`src/rtl/intra_mode_decision_ctrl_pkg.sv`:
```
// Shared constants, FSM encoding and QP-to-lambda table for intra 4x4 mode decision.
package intra_mode_decision_ctrl_pkg;

   localparam int SATD_W   = 16;
   localparam int COST_W   = SATD_W + 1;
   localparam int BLK_NUM  = 16;
   localparam int LAMBDA_W = 7;

   localparam logic [3:0]        MODE_NUM     = 4'd9;
   localparam logic [3:0]        INVALID_MODE = 4'hF;
   localparam logic [3:0]        LAST_BLK     = 4'(BLK_NUM - 1);
   localparam logic [COST_W-1:0] COST_MAX     = {COST_W{1'b1}};

   typedef enum logic [1:0] {
      ST_IDLE = 2'd0,
      ST_LOAD = 2'd1,
      ST_EVAL = 2'd2,
      ST_DONE = 2'd3
   } state_e;

   // QPs above 51 are outside the table and carry no rate penalty.
   function automatic logic [LAMBDA_W-1:0] lambda_of_qp(input logic [5:0] qp);
      logic [LAMBDA_W-1:0] lam;
      if (qp <= 6'd15) begin
         lam = 7'd1;
      end else if (qp <= 6'd19) begin
         lam = 7'd2;
      end else if (qp <= 6'd22) begin
         lam = 7'd3;
      end else if (qp <= 6'd25) begin
         lam = 7'd4;
      end else begin
         case (qp)
            6'd26:        lam = 7'd5;
            6'd27, 6'd28: lam = 7'd6;
            6'd29:        lam = 7'd7;
            6'd30:        lam = 7'd8;
            6'd31:        lam = 7'd9;
            6'd32:        lam = 7'd10;
            6'd33:        lam = 7'd11;
            6'd34:        lam = 7'd13;
            6'd35:        lam = 7'd14;
            6'd36:        lam = 7'd16;
            6'd37:        lam = 7'd18;
            6'd38:        lam = 7'd20;
            6'd39:        lam = 7'd23;
            6'd40:        lam = 7'd25;
            6'd41:        lam = 7'd29;
            6'd42:        lam = 7'd32;
            6'd43:        lam = 7'd36;
            6'd44:        lam = 7'd40;
            6'd45:        lam = 7'd45;
            6'd46:        lam = 7'd51;
            6'd47:        lam = 7'd57;
            6'd48:        lam = 7'd64;
            6'd49:        lam = 7'd72;
            6'd50:        lam = 7'd81;
            6'd51:        lam = 7'd91;
            default:      lam = 7'd0;
         endcase
      end
      return lam;
   endfunction

endpackage

```
`src/rtl/intra_mode_decision_ctrl_if.sv`:
```
// Cost-beat input and block-result output bundle of the intra mode decision controller.
interface intra_mode_decision_ctrl_if;
   import intra_mode_decision_ctrl_pkg::*;

   logic              start_i;
   logic [5:0]        qp_i;
   logic              ready_o;
   logic [3:0]        pred_mode_i;
   logic              cost_valid_i;
   logic [3:0]        cost_mode_i;
   logic [SATD_W-1:0] cost_satd_i;
   logic              cost_last_i;
   logic              best_valid_o;
   logic [3:0]        best_mode_o;
   logic [COST_W-1:0] best_cost_o;
   logic [3:0]        blk_idx_o;
   logic              mb_done_o;

   modport slave (
      input  start_i, qp_i, pred_mode_i, cost_valid_i, cost_mode_i, cost_satd_i, cost_last_i,
      output ready_o, best_valid_o, best_mode_o, best_cost_o, blk_idx_o, mb_done_o
   );

   modport master (
      output start_i, qp_i, pred_mode_i, cost_valid_i, cost_mode_i, cost_satd_i, cost_last_i,
      input  ready_o, best_valid_o, best_mode_o, best_cost_o, blk_idx_o, mb_done_o
   );

endinterface

```
`src/rtl/intra_mode_decision_ctrl_lambda.sv`:
```
// Registered QP-to-lambda lookup, loaded once per macroblock.
module intra_mode_decision_ctrl_lambda
   import intra_mode_decision_ctrl_pkg::*;
(
   input  logic                clk,
   input  logic                rst_n,
   input  logic                load_en,
   input  logic [5:0]          qp,
   output logic [LAMBDA_W-1:0] lambda_r
);

   // Capture lambda for the macroblock QP; hold it for all 16 blocks.
   always_ff @(posedge clk) begin
      if (!rst_n) begin
         lambda_r <= {LAMBDA_W{1'b0}};
      end else if (load_en) begin
         lambda_r <= lambda_of_qp(qp);
      end else begin
         lambda_r <= lambda_r;
      end
   end

endmodule

```
`src/rtl/intra_mode_decision_ctrl.sv`:
```
// Intra 4x4 RD mode decision sequencer: penalises non-predicted modes by 4*lambda and keeps the cheapest mode per block.
module intra_mode_decision_ctrl
   import intra_mode_decision_ctrl_pkg::*;
(
   input  logic                        clk,
   input  logic                        rst_n,
   intra_mode_decision_ctrl_if.slave   bus
);

   state_e              state_r;
   logic [5:0]          qp_r;
   logic [3:0]          pred_r;
   logic                first_r;
   logic [LAMBDA_W-1:0] lambda_r;
   logic                ready_r;
   logic                best_valid_r;
   logic                mb_done_r;
   logic [3:0]          best_mode_r;
   logic [COST_W-1:0]   best_cost_r;
   logic [3:0]          blk_idx_r;

   logic                load_s;
   logic                beat_s;
   logic                upd_s;
   logic                last_blk_s;
   logic [3:0]          eff_pred_s;
   logic [8:0]          penalty_s;
   logic [COST_W-1:0]   cost_s;

   intra_mode_decision_ctrl_lambda u_lambda (
      .clk      (clk),
      .rst_n    (rst_n),
      .load_en  (load_s),
      .qp       (qp_r),
      .lambda_r (lambda_r)
   );

   // Beat acceptance and penalised cost; the first beat of a block uses pred_mode_i directly.
   always_comb begin
      load_s     = (state_r == ST_LOAD);
      beat_s     = (state_r == ST_EVAL) && bus.cost_valid_i;
      last_blk_s = (blk_idx_r == LAST_BLK);
      if (first_r) begin
         eff_pred_s = bus.pred_mode_i;
      end else begin
         eff_pred_s = pred_r;
      end
      if (bus.cost_mode_i == eff_pred_s) begin
         penalty_s = 9'd0;
      end else begin
         penalty_s = {lambda_r, 2'b00};
      end
      cost_s = {1'b0, bus.cost_satd_i} + {{(COST_W-9){1'b0}}, penalty_s};
      upd_s  = beat_s && (bus.cost_mode_i < MODE_NUM) && (cost_s < best_cost_r);
   end

   // Control FSM with all block-result outputs registered.
   always_ff @(posedge clk) begin
      if (!rst_n) begin
         state_r      <= ST_IDLE;
         qp_r         <= 6'd0;
         pred_r       <= 4'd0;
         first_r      <= 1'b0;
         ready_r      <= 1'b0;
         best_valid_r <= 1'b0;
         mb_done_r    <= 1'b0;
         best_mode_r  <= INVALID_MODE;
         best_cost_r  <= COST_MAX;
         blk_idx_r    <= 4'd0;
      end else begin
         best_valid_r <= 1'b0;
         mb_done_r    <= 1'b0;
         case (state_r)
            ST_IDLE: begin
               if (bus.start_i) begin
                  qp_r    <= bus.qp_i;
                  state_r <= ST_LOAD;
               end
            end
            ST_LOAD: begin
               best_mode_r <= INVALID_MODE;
               best_cost_r <= COST_MAX;
               blk_idx_r   <= 4'd0;
               first_r     <= 1'b1;
               ready_r     <= 1'b1;
               state_r     <= ST_EVAL;
            end
            ST_EVAL: begin
               if (beat_s) begin
                  first_r <= 1'b0;
                  if (first_r) begin
                     pred_r <= bus.pred_mode_i;
                  end
                  // Strict compare: a tie keeps the earlier beat.
                  if (upd_s) begin
                     best_mode_r <= bus.cost_mode_i;
                     best_cost_r <= cost_s;
                  end
                  if (bus.cost_last_i) begin
                     ready_r      <= 1'b0;
                     best_valid_r <= 1'b1;
                     mb_done_r    <= last_blk_s;
                     state_r      <= ST_DONE;
                  end
               end
            end
            ST_DONE: begin
               if (last_blk_s) begin
                  blk_idx_r <= 4'd0;
                  state_r   <= ST_IDLE;
               end else begin
                  blk_idx_r   <= blk_idx_r + 4'd1;
                  best_mode_r <= INVALID_MODE;
                  best_cost_r <= COST_MAX;
                  first_r     <= 1'b1;
                  ready_r     <= 1'b1;
                  state_r     <= ST_EVAL;
               end
            end
            default: begin
               state_r <= ST_IDLE;
            end
         endcase
      end
   end

   assign bus.ready_o      = ready_r;
   assign bus.best_valid_o = best_valid_r;
   assign bus.best_mode_o  = best_mode_r;
   assign bus.best_cost_o  = best_cost_r;
   assign bus.blk_idx_o    = blk_idx_r;
   assign bus.mb_done_o    = mb_done_r;

endmodule

```
`src/flat_wrapper.sv`:
```
// flat-port wrapper written by rule: the top's interface ports become plain ports
module intra_mode_decision_ctrl_flat import intra_mode_decision_ctrl_pkg::*;
  (clk, rst_n, bus_start_i, bus_qp_i, bus_pred_mode_i, bus_cost_valid_i, bus_cost_mode_i, bus_cost_satd_i, bus_cost_last_i, bus_ready_o, bus_best_valid_o, bus_best_mode_o, bus_best_cost_o, bus_blk_idx_o, bus_mb_done_o);
  intra_mode_decision_ctrl_if bus_i ();
  input  logic clk;
  input  logic rst_n;
  input wire logic [$bits(bus_i.start_i)-1:0] bus_start_i;
  input wire logic [$bits(bus_i.qp_i)-1:0] bus_qp_i;
  input wire logic [$bits(bus_i.pred_mode_i)-1:0] bus_pred_mode_i;
  input wire logic [$bits(bus_i.cost_valid_i)-1:0] bus_cost_valid_i;
  input wire logic [$bits(bus_i.cost_mode_i)-1:0] bus_cost_mode_i;
  input wire logic [$bits(bus_i.cost_satd_i)-1:0] bus_cost_satd_i;
  input wire logic [$bits(bus_i.cost_last_i)-1:0] bus_cost_last_i;
  output wire logic [$bits(bus_i.ready_o)-1:0] bus_ready_o;
  output wire logic [$bits(bus_i.best_valid_o)-1:0] bus_best_valid_o;
  output wire logic [$bits(bus_i.best_mode_o)-1:0] bus_best_mode_o;
  output wire logic [$bits(bus_i.best_cost_o)-1:0] bus_best_cost_o;
  output wire logic [$bits(bus_i.blk_idx_o)-1:0] bus_blk_idx_o;
  output wire logic [$bits(bus_i.mb_done_o)-1:0] bus_mb_done_o;
  assign bus_i.start_i = bus_start_i;
  assign bus_i.qp_i = bus_qp_i;
  assign bus_i.pred_mode_i = bus_pred_mode_i;
  assign bus_i.cost_valid_i = bus_cost_valid_i;
  assign bus_i.cost_mode_i = bus_cost_mode_i;
  assign bus_i.cost_satd_i = bus_cost_satd_i;
  assign bus_i.cost_last_i = bus_cost_last_i;
  assign bus_ready_o = bus_i.ready_o;
  assign bus_best_valid_o = bus_i.best_valid_o;
  assign bus_best_mode_o = bus_i.best_mode_o;
  assign bus_best_cost_o = bus_i.best_cost_o;
  assign bus_blk_idx_o = bus_i.blk_idx_o;
  assign bus_mb_done_o = bus_i.mb_done_o;
  intra_mode_decision_ctrl u_core (.clk(clk), .rst_n(rst_n), .bus(bus_i));
endmodule
```
`config.mk`:
```
export PLATFORM = sky130hd
export DESIGN_NAME = intra_mode_decision_ctrl_flat
export DESIGN_NICKNAME = d
export VERILOG_FILES = /design/src/rtl/intra_mode_decision_ctrl_pkg.sv /design/src/rtl/intra_mode_decision_ctrl_if.sv /design/src/rtl/intra_mode_decision_ctrl_lambda.sv /design/src/rtl/intra_mode_decision_ctrl.sv /design/src/flat_wrapper.sv
export SDC_FILE = /design/constraint.sdc
export NUM_CORES = 1
export LEC_CHECK = 0
export BUFFER_PORTS_ARGS = -buffer_cell sky130_fd_sc_hd__buf_4
export CAP_MARGIN = 30
export CORE_ASPECT_RATIO = 0.75
export CORE_MARGIN = 2
export CORE_UTILIZATION = 50
export DETAILED_ROUTE_END_ITERATION = 7
export PLACE_DENSITY = 0.78
export SETUP_SLACK_MARGIN = 0.02
export SLEW_MARGIN = 20
export SYNTH_ARGS = -nofsm -noshare
export SYNTH_HDL_FRONTEND = slang
export SYNTH_HIERARCHICAL = 1
export SYNTH_SLANG_ARGS = --single-unit
```
`constraint.sdc`:
```
create_clock -name clk -period 3.95 [get_ports clk]
set_input_delay 0 -clock clk [delete_from_list [all_inputs] [get_ports clk]]
set_output_delay 0 -clock clk [all_outputs]
set_load 0.02 [all_outputs]
```
==> impl_results.md <==
- Status: finished with violations
- Failing checks: setup timing
- DR vias/cell: 5.90
- Die width: 97.9 microns
- RSZ-0062 raised after global routing: yes
- Drt first pass iters: 6
- Post-route setup slack: -296 ps
- Post-synth EDFFs: 0
- WL/cell: approximately 17 microns
- Post-route ant nets: 0
- Ant diodes: 0
- Placed cell count: 534
- GRT overflow: 0
- Max_slew headroom: 0.432
- Filler Cell Count: ~470
- Most frequent cells in the layout: buf_4 (103), dfxtp_1 (47), nor2_1 (33), inv_1 (29), ha_1 (28)
- TritonCTS clock tree: yes
- DIE AREA: 7280 sq um
- Final min period: 4250 ps
- Top post-synthesis cells by area: dfxtp_1 (29%), ha_1 (12%), mux2i_1 (8.2%)
- Yosys top cell area share: 0.291
- Critical Path Sink Type: flop
- Setup CP Type: reg2reg
- Register Area: 965 sq um
- PwrDens: 240 nW/um^2
- Crit path max fanout: 7
- Via count: 3409
- CTS root buf: clkbuf_8
- Mean Syn Cell Area: 8.72 sq um
- Sequential-to-total area share from yosys stat: 0.291
- Detailed Route WL: 9.76 mm
- Fin. Hold Viols: 0
- Core footprint: 6350 sq um
- P&R area growth vs syn: 40.1%
- First-pass GRT wire length: 15.0 mm
- Worst setup SP type: flop
- Final HPWL DP: around 6.3 mm
- Share of cells above drive strength 1: 0.332
- Die height: 74.4 microns
- Clk slew on worst S/H paths: 90 ps
- Cell taking the most area after synthesis: dfxtp_1
- WP data arrival: 4480 ps
- Net Count, Synth: 447
- Vias in the first global route: 3150
- First DRT Iteration DRCs: approximately 260
- # DRC: 0
- Clk Latency, worst-skew pair: 310 ps
- Max-Cap Viols: 0
- Initial antenna violation count: 0
- Max rail drop VDD: 0.208 mV
- Final Net Count: between 500 and 600
- LEAKAGE: 2.15 nW
- Area of the multi-input gates: 2340 sq um
- FF+latch count, synth: 48
- IO Pins: 63
- Setup Viol. Count Final: 21
- I/O Buffers: 62
- Largest net degree at the start of global routing: 27
- Fin crit share: 1.07
- Hold Crit Class: in2reg
- Least-Margin Pin Slew: 845 ps
- Initial Utilization: 0.520
- Critical path required time: approximately 4200 ps
- Count of yosys warnings during synthesis: 6
- CTS Buffer Depth: 2
- GP Congestion: 0.889
- Distinct cells, synth: 60
- Leading cell type in the layout, fill and taps excluded: buf_4
- Post-Syn Area: 3300 sq um
- Slew Viols, Final: 0
- Final non-filler cell total: 578
- DP Worst Slack: -451 ps
- Clock sink count: 48
- CTS Buf Count: 5
- GRT Total Usage: 0.255
- Cell Rows: 25
- H-tree levels: 2
- Top_reg_cell synth: dfxtp_1
- Fmax: 236 MHz
- Synthesized instance count: ~380
- FFs w/ async S/R, synth: 0
- Worst Clk Skew: 9.53 ps
synthesized netlist by cell type (2+ instances only):
cell type and n:
inv_1 30, o31a_1 7, a21oi_1 17, o211ai_1 5
a31oi_1 6, nand3_1 10, xnor2_1 10, nand2_1 19
nand2b_1 3, buf_4 2, mux2i_1 27, inv_2 2
nand4_1 5, o21ai_0 12, o2bb2ai_1 3, a21boi_0 2
a311oi_1 2, and2_1 9, nor3_1 6, clkbuf_1 9
buf_6 3, ha_1 32, a311o_2 4, and3_1 3
o311ai_0 3, nor2b_1 13, nor4_1 3, o2111ai_1 2
or3_1 2, nor2_1 34, xor2_1 4, o21a_1 3
o211a_1 3, a211oi_1 3, o32a_2 6, dfxtp_1 48
a21o_1 4
critical path: stages (launching register included):
cell and delay (ps):
dfxtp_4 410, mux2i_2 240, xor2_1 180, nand4_1 110, buf_6 150, and2_4 140, ha_4 160, inv_2 60
fa_2 220, nor2b_2 50, o31a_1 370, o211ai_1 240, xnor2_1 140, ha_1 320, nand4_1 210, nor4_4 230
buf_4 200, o31ai_4 100, buf_4 190, nand3_4 120, buf_12 120, mux2i_1 190
area by class of cell:
cell class / instances / area share
tap: 81 / 0.0219
sequential: 48 / 0.208
clock buffer: 6 / 0.0178
clock inverter: 2 / 0.00297
multi-input combinational: 284 / 0.505
timing repair buffer: 124 / 0.217
inverter: 33 / 0.0273
stage by stage:
step | utilization | power (mW) | TNS, ps | hold slack, ps | cell area, sq um
after global placement | 0.633 | 0.738 | -2890 | 234 | 4020
after detailed placement | 0.633 | 0.743 | -7840 | 243 | 4020
after CTS | 0.708 | 1.09 | -2960 | 2.78 | 4490
after global routing | 0.729 | 1.15 | -9160 | 8.71 | 4630
final | 0.729 | 1.11 | -5000 | 6.07 | 4630
after floorplan | - | 0.662 | -603 | 144 | 3340
worst paths after layout:
| check | end | depth (start not counted) | slack [ps] | start |
|---|---|---|---|---|
| max | u_core/bus.best_mode_o[3] | 21 | -300 | u_core/first_r |
| min | u_core/bus.best_mode_o[1] | 3 | 6 | bus_cost_mode_i[1] |
| max reg2reg | u_core/bus.best_mode_o[3] | 21 | -300 | u_core/first_r |
| min reg2reg | u_core/u_lambda/lambda_r[2] | 2 | 480 | u_core/u_lambda/lambda_r[2] |
sequential cells by signal, indices dropped and copies added (netlist names):
signal,count
u_core/bus.best_cost_o,17
u_core/pred_r,4
u_core/first_r,1
u_core/bus.blk_idx_o,4
u_core/qp_r,6
u_core/bus.mb_done_o,1
u_core/state_r,2
u_core/bus.best_mode_o,4
u_core/bus.ready_o,1
u_core/u_lambda/lambda_r,7
u_core/bus.best_valid_o,1
metal layers:
layer	vias to the layer above	wire length (microns)	GRT usage	part of all wire
met2	153	4460	0.429	0.46
met4	0	367	0.0833	0.038
met1	1595	4240	0.338	0.43
met5	-	0	0	0
met3	45	701	0.0479	0.072
li1	1616	-	-	-
cells by family (layout without fill, tap and decap cells):
logic type / after synthesis / in the layout / synth area share
simple gates: 115 / 116 / 0.181
compound gates: 93 / 94 / 0.217
buf+inv: 49 / 165 / 0.0659
flops: 48 / 48 / 0.291
fa+ha+maj: 33 / 33 / 0.127
mux: 27 / 27 / 0.0818
xor+xnor: 14 / 14 / 0.0371
repair_timing:
| action | in CTS | in global routing |
|---|---|---|
| endpoints found under the hold margin | 15 | 0 |
| buffers inserted | 11 | 7 |
| hold buffers | 15 | 0 |
| pin swaps | 23 | 9 |
| setup endpoints to repair | 21 | 21 |
| gates resized for setup | 25 | 12 |
| gates cloned | 2 | 0 |
where the power goes:
| part | switching, mW | internal [mW] | total, mW |
|---|---|---|---|
| Combinational | 0.128 | 0.130 | 0.257 |
| Sequential | 0.0271 | 0.497 | 0.524 |
| Clock | 0.186 | 0.144 | 0.330 |
Power figures use the tool's default switching activity.
